### src/rtl/mem_port_arbiter.sv
// Three-requester memory port arbiter: data, fetch and loader share one
// fixed-latency memory port, one transaction at a time.
module mem_port_arbiter #(
  parameter int AW     = 32,
  parameter int DW     = 32,
  parameter int LAT    = 2,
  parameter int STARVE = 4
) (
  input  logic          clk1,
  input  logic          reset,
  input  logic          if_req,
  input  logic [AW-1:0] if_addr,
  input  logic          d_req,
  input  logic          d_we,
  input  logic [AW-1:0] d_addr,
  input  logic [DW-1:0] d_wdata,
  input  logic          ld_req,
  input  logic [AW-1:0] ld_addr,
  input  logic [DW-1:0] ld_wdata,
  output logic          if_done,
  output logic          d_done,
  output logic          ld_done,
  output logic [DW-1:0] rdata,
  output logic          mem_en,
  output logic          mem_we,
  output logic [AW-1:0] mem_addr,
  output logic [DW-1:0] mem_wdata,
  input  logic [DW-1:0] mem_rdata,
  output logic          stall,
  output logic          busy
);

  typedef enum logic [1:0] {IDLE, ISSUE, WAIT, DONE} state_t;
  typedef enum logic [1:0] {OWN_IF, OWN_D, OWN_LD} owner_t;

  localparam logic [3:0] LAT_LAST   = 4'(LAT - 1);
  localparam logic [3:0] STARVE_MAX = 4'(STARVE);

  state_t          state_q, state_d;
  owner_t          owner_q, owner_d;
  logic            we_q, we_d;
  logic [3:0]      wait_q, wait_d;
  logic [3:0]      starve_q, starve_d;
  logic            mem_en_q, mem_en_d;
  logic            mem_we_q, mem_we_d;
  logic [AW-1:0]   mem_addr_q, mem_addr_d;
  logic [DW-1:0]   mem_wdata_q, mem_wdata_d;
  logic [DW-1:0]   rdata_q, rdata_d;
  logic            if_done_q, if_done_d;
  logic            d_done_q, d_done_d;
  logic            ld_done_q, ld_done_d;

  always_ff @(posedge clk1 or posedge reset) begin
    if (reset) begin
      state_q     <= IDLE;
      owner_q     <= OWN_IF;
      we_q        <= 1'b0;
      wait_q      <= 4'd0;
      starve_q    <= 4'd0;
      mem_en_q    <= 1'b0;
      mem_we_q    <= 1'b0;
      mem_addr_q  <= '0;
      mem_wdata_q <= '0;
      rdata_q     <= '0;
      if_done_q   <= 1'b0;
      d_done_q    <= 1'b0;
      ld_done_q   <= 1'b0;
    end else begin
      state_q     <= state_d;
      owner_q     <= owner_d;
      we_q        <= we_d;
      wait_q      <= wait_d;
      starve_q    <= starve_d;
      mem_en_q    <= mem_en_d;
      mem_we_q    <= mem_we_d;
      mem_addr_q  <= mem_addr_d;
      mem_wdata_q <= mem_wdata_d;
      rdata_q     <= rdata_d;
      if_done_q   <= if_done_d;
      d_done_q    <= d_done_d;
      ld_done_q   <= ld_done_d;
    end
  end

  always_comb begin
    state_d     = state_q;
    owner_d     = owner_q;
    we_d        = we_q;
    wait_d      = wait_q;
    starve_d    = starve_q;
    mem_en_d    = 1'b0;
    mem_we_d    = 1'b0;
    mem_addr_d  = mem_addr_q;
    mem_wdata_d = mem_wdata_q;
    rdata_d     = rdata_q;
    if_done_d   = 1'b0;
    d_done_d    = 1'b0;
    ld_done_d   = 1'b0;
    case (state_q)
      IDLE: begin
        // Loader wins when starved or when it is the only requester.
        if (ld_req && (starve_q == STARVE_MAX || !(d_req || if_req))) begin
          owner_d     = OWN_LD;
          we_d        = 1'b1;
          mem_addr_d  = ld_addr;
          mem_wdata_d = ld_wdata;
          starve_d    = 4'd0;
          state_d     = ISSUE;
          mem_en_d    = 1'b1;
          mem_we_d    = 1'b1;
        end else if (d_req || if_req) begin
          if (d_req) begin
            owner_d     = OWN_D;
            we_d        = d_we;
            mem_addr_d  = d_addr;
            mem_wdata_d = d_wdata;
            mem_we_d    = d_we;
          end else begin
            owner_d     = OWN_IF;
            we_d        = 1'b0;
            mem_addr_d  = if_addr;
            mem_we_d    = 1'b0;
          end
          if (ld_req) starve_d = starve_q + 4'd1;
          state_d  = ISSUE;
          mem_en_d = 1'b1;
        end
      end
      ISSUE: begin
        state_d = WAIT;
        wait_d  = 4'd0;
      end
      WAIT: begin
        if (wait_q == LAT_LAST) begin
          state_d = DONE;
          if (!we_q) rdata_d = mem_rdata;
          case (owner_q)
            OWN_IF:  if_done_d = 1'b1;
            OWN_D:   d_done_d  = 1'b1;
            OWN_LD:  ld_done_d = 1'b1;
            default: ;
          endcase
        end else begin
          wait_d = wait_q + 4'd1;
        end
      end
      DONE:    state_d = IDLE;
      default: state_d = IDLE;
    endcase
  end

  assign if_done   = if_done_q;
  assign d_done    = d_done_q;
  assign ld_done   = ld_done_q;
  assign rdata     = rdata_q;
  assign mem_en    = mem_en_q;
  assign mem_we    = mem_we_q;
  assign mem_addr  = mem_addr_q;
  assign mem_wdata = mem_wdata_q;
  assign busy      = (state_q != IDLE);
  assign stall     = (if_req & ~if_done_q) | (d_req & ~d_done_q);

endmodule

### config.mk
export PLATFORM = sky130hd
export DESIGN_NAME = mem_port_arbiter
export DESIGN_NICKNAME = d
export VERILOG_FILES = /design/src/rtl/mem_port_arbiter.sv
export SDC_FILE = /design/constraint.sdc
export NUM_CORES = 1
export LEC_CHECK = 0
export CORE_UTILIZATION = 40
export CTS_BUF_LIST = sky130_fd_sc_hd__clkbuf_4
export DETAILED_ROUTE_END_ITERATION = 10
export PLACE_DENSITY = 0.83
export SLEW_MARGIN = 0
export SYNTH_ARGS = -nofsm -noshare
export SYNTH_HDL_FRONTEND = slang
export SYNTH_SLANG_ARGS = --single-unit
### constraint.sdc
create_clock -name clk1 -period 4.3 [get_ports clk1]
set_clock_uncertainty 0.2 [all_clocks]
set_input_delay 0.86 -clock clk1 [delete_from_list [all_inputs] [get_ports clk1]]
set_output_delay 0.86 -clock clk1 [all_outputs]
set_load 0.01 [all_outputs]
Word-level counts from Yosys, hierarchy flattened:

Cells that the tools add are included.

* $add $sub $neg: 2
* multiplexer cells: 36
* eq/ne operators: 10
* bitwise gates (word level): 6
* reduce and logical (&&, ||, !) cells: 17

Operators by type and width (number)
* $mux W32: 6
* $mux W1: 19
* $mux W4: 4
* $mux W2: 5
* $reduce_bool A2 Y1: 5
* $reduce_and A3 Y1: 3
* $add A4 B1 Y4 const B: 2
* $pmux W2 S4: 1
* $pmux W4 S2: 1
* $eq A2 B2 Y1 const B: 3
* $reduce_and A2 Y1: 3
* $eq A2 B1 Y1 const B: 2
* $eq A4 B1 Y1 const B: 1
* $eq A4 B3 Y1 const B: 1
* $logic_not A2 Y1: 2
* $ne A2 B2 Y1 const B: 2
* $ne A3 B3 Y1 const B: 1
* $not A1 Y1: 3
* $and A1 B1 Y1: 2
* $logic_or A1 B1 Y1: 2
* $logic_and A1 B1 Y1: 1
* $logic_not A1 Y1: 1
* $or A1 B1 Y1: 1

* logic and storage cells: 84
* bits of input ports: 198
* register bits after elaboration: 114
* output and inout port bits: 103

Longest topological paths before layout:

* word-level depth: 6
* depth in mapped cells: 8
* gate-level depth less buffers: 6

Worst setup path after synthesis:

Ideal clock, no wire load.

* kind: input to output
* start point: input d_req
* end point: output stall
* arrival: 1.573 ns
* stages: 3
* slack: 1.667 ns
* required time: 3.240 ns
* path buffers: 1
* path through: inv_2 buf_1 o22ai_1

* word-level cells in the longest chain between the ends: 2

RTL lines
* from (decl): RTL line 13 `input logic d_req,`
* $and A1 B1 Y1: RTL line 161 `assign stall = (if_req & ~if_done_q) | (d_req & ~d_done_q);`
* $or A1 B1 Y1: RTL line 161
* to (decl): RTL line 29 `output logic stall,`

Every way passes these cells.

Worst setup path after layout:

Ends and elaborated chain as after synthesis.

==> reports/summary.txt <==
power density over the cells -> 599 nW/um2
Synth top area share -> 51.5%
Max VDD drop -> 0.314 mV
NetSw -> 1.88 mW
Mapped Cells -> 544
drc violations -> 0
Post-synth top cells -> dfrtp_1 (114), nand2_1 (103), nor2_1 (67)
CTS buffer count -> 17
cells along the critical path -> clkdlybuf4s50_1 -> inv_2 -> o22ai_1 -> clkdlybuf4s50_1
via count -> 5337
RSZ-0062 raised after global routing -> no
Worst Path Arrival -> 2410 ps
initial core utilization -> 41.5%
WL final -> 17.9 mm
GR Util All Layers -> 25.2%
fin util -> 67.3%
Synth Warn # -> 0
layout cells sized above 1 -> 13.0%
starting DRC count in detailed routing -> 365
most common cell in the netlist -> dfrtp_1
DRT antenna net count -> 0
Crit path required time -> 3240 ps
Placer Congestion -> 0.834
Bufs and invs on worst path -> 3
Setup WS post-layout -> 832 ps
Place WS -> 793 ps
row cnt -> 42
Cell Area, Placed -> 8660 um2
min cycle time layout -> 3470 ps
Die Y -> 120 um
DP HPWL -> 13.3 mm
cell taking the most area after synthesis -> dfrtp_1
I/O Pins -> 301
TritonCTS clock tree -> done
CTS Hold Bufs -> 0
dominant synthesized flop cell -> dfrtp_1
Slew HR -> 38.4%
post-route insts no fill -> 1023
H-tree levels -> 4
die width -> 120 um
CTS Root Buffer Type -> clkbuf_4
Max Slew Vio Count -> 0
Hold Path Depth -> 2
R2R depth -> 5
slowest stage cell, crit path -> clkdlybuf4s50_1
post-synthesis net count -> 750
Worst Path Max Fanout -> 12
Clock power frac -> 16.6%
endpoints failing setup -> 0
clk buf depth -> 2
Combinational Power Share -> 48.5%
Hold Crit Class -> flip-flop to flip-flop
PostCTS Resize Cnt -> 0
initial antenna violation count -> 0
# diodes -> 0
switching power share of the total -> 35.0%
post-synthesis async set-or-reset flop share -> 100%
syn_area_per_cell -> 10.2 um2
number of global-route vias before repair -> 5486
Worst path top cell family by delay -> buffers and inverters
clock-pin slew on the worst setup and hold paths -> 110 ps
Stages on worst setup path -> 4
Worst-Margin Slew -> 922 ps
Final Instance Area -> 8980 um2
Seq/Total Area, Yosys -> 51.5%
Die Area -> 14300 um2
Post-CTS Setup Inserts -> 0
Area contributors post-synth -> dfrtp_1 (52%), nand2_1 (7.0%), mux2_2 (6.7%)
final net count -> 1040
Post-synth EDFFs -> 0
Pint -> 3.50 mW
first-pass GRT wire length -> 27.8 mm
WL/cell -> 17.5 um
setup TNS -> 0 ps
Sinks on Clock Net -> 114
Fin Hold WS -> 290 ps
Final Power -> 5.38 mW
critical path class -> primary input to primary output
Seq pwr share -> 34.9%
Critical Path Source Type -> primary input
status -> completed
Max Freq -> 0.288 GHz
Fin. Hold Viols -> 0
Port Buffers -> 300
Distinct cells, synth -> 42
CP most frequent cell -> clkdlybuf4s50_1
DR pass1 iterations -> 6
global route overflow -> 0
Max-Cap Viols -> 0
largest net degree at the start of global routing -> 67
Vias/cell -> 5.22
clk_lat worst skew -> 520 ps
Area Overhead vs Synth -> 62.2%
Mapped Area -> 5540 um2
Pleak -> 3.71 nW
Placed Cells -> 991
max incr delay on CP -> 760 ps
critical path endpoint category -> primary output
Yosys reg bits -> 114
fin crit share -> 80.7%
Core Box Area -> 13300 um2
==> worst min-delay path, delay by kind of cell (launching register included) <==
kind / cells / cell delay [ps]
DFF: 1 / 360
and+or+nand+nor: 1 / 50
AOI/OAI and AO/OA: 1 / 50
==> state kept, by name, summed over array words and instances, names as in the netlist, 2 cells and up <==
register and count:
rdata 32, mem_wdata 32, starve_q 4, state_q 2, mem_addr 32, wait_q 4
owner_q 2
==> power groups by stage <==
stage | clock network [mW] | logic, mW | registers, mW
2_1_floorplan | 0 | 1.03 | 2.08
3_3_place_gp | 0 | 2.54 | 1.86
3_5_place_dp | 0 | 2.63 | 1.89
4_1_cts | 0.915 | 2.63 | 1.87
5_1_grt | 0.957 | 2.81 | 1.94
6_report | 0.894 | 2.61 | 1.88
==> cell type report <==
cell class                 instances  area (um2)
sequential                       114        2850
fill                            1045        4370
clock inverter                    14         189
tap                              176         220
inverter                          11        43.8
multi-input combinational        382        2450
clock buffer                      18         135
timing repair buffer             308        3090
==> final timing paths <==
| path | start | slack, ps | to |
|---|---|---|---|
| setup / recovery | d_req | 830 | stall |
| hold / removal | mem_addr[9] | 290 | mem_addr[9] |
| setup reg to reg | state_q[0] | 1720 | rdata[31] |
| hold reg to reg | mem_addr[9] | 290 | mem_addr[9] |
| max in group asynchronous | reset | 2480 | mem_en |
| min in group asynchronous | reset | 570 | rdata[29] |
==> cell usage in the layout (no fill, tap or decap), drive strengths merged <==
master	netlist	layout
o21ai	9	9
buf	26	8
xnor2	1	1
clkdlybuf4s50	0	300
nand3	7	7
clkinv	0	7
nor3b	3	3
or3b	1	1
and2	33	33
or2	1	1
mux2	33	33
o22ai	1	1
o2bb2ai	1	1
nor4	1	1
bufinv	0	4
a32o	1	1
nand4	1	1
dfrtp	114	114
a21o	1	1
o31ai	33	33
a31oi	33	33
o21bai	1	1
clkbuf	11	18
nand2	103	103
nand3b	1	1
nor2	67	67
inv	11	11
or4	1	1
a211oi	32	32
nand2b	2	2
and4b	1	1
clkinvlp	0	3
o32a	1	1
a21boi	1	1
nor3	1	1
a21oi	3	3
ha	8	8
==> per-layer routing <==
| layer | routed length (um) | GRT usage [%] | part of all wire, % |
|---|---|---|---|
| met1 | 6830 | 28.1 | 38 |
| met2 | 9250 | 44.8 | 52 |
| met3 | 1350 | 6.80 | 7.5 |
| met4 | 443 | 10.9 | 2.5 |
| met5 | 0 | 0 | 0 |
==> kinds of logic after synthesis <==
family	Yosys count	share of synthesized area [%]
compound gates	117	17.6
mux	33	6.71
buf+inv	48	4.59
fa+ha+maj	8	1.81
flops	114	51.5
simple gates	223	17.6
xor+xnor	1	0.158
No activity file was read; power rests on OpenSTA's default activity.
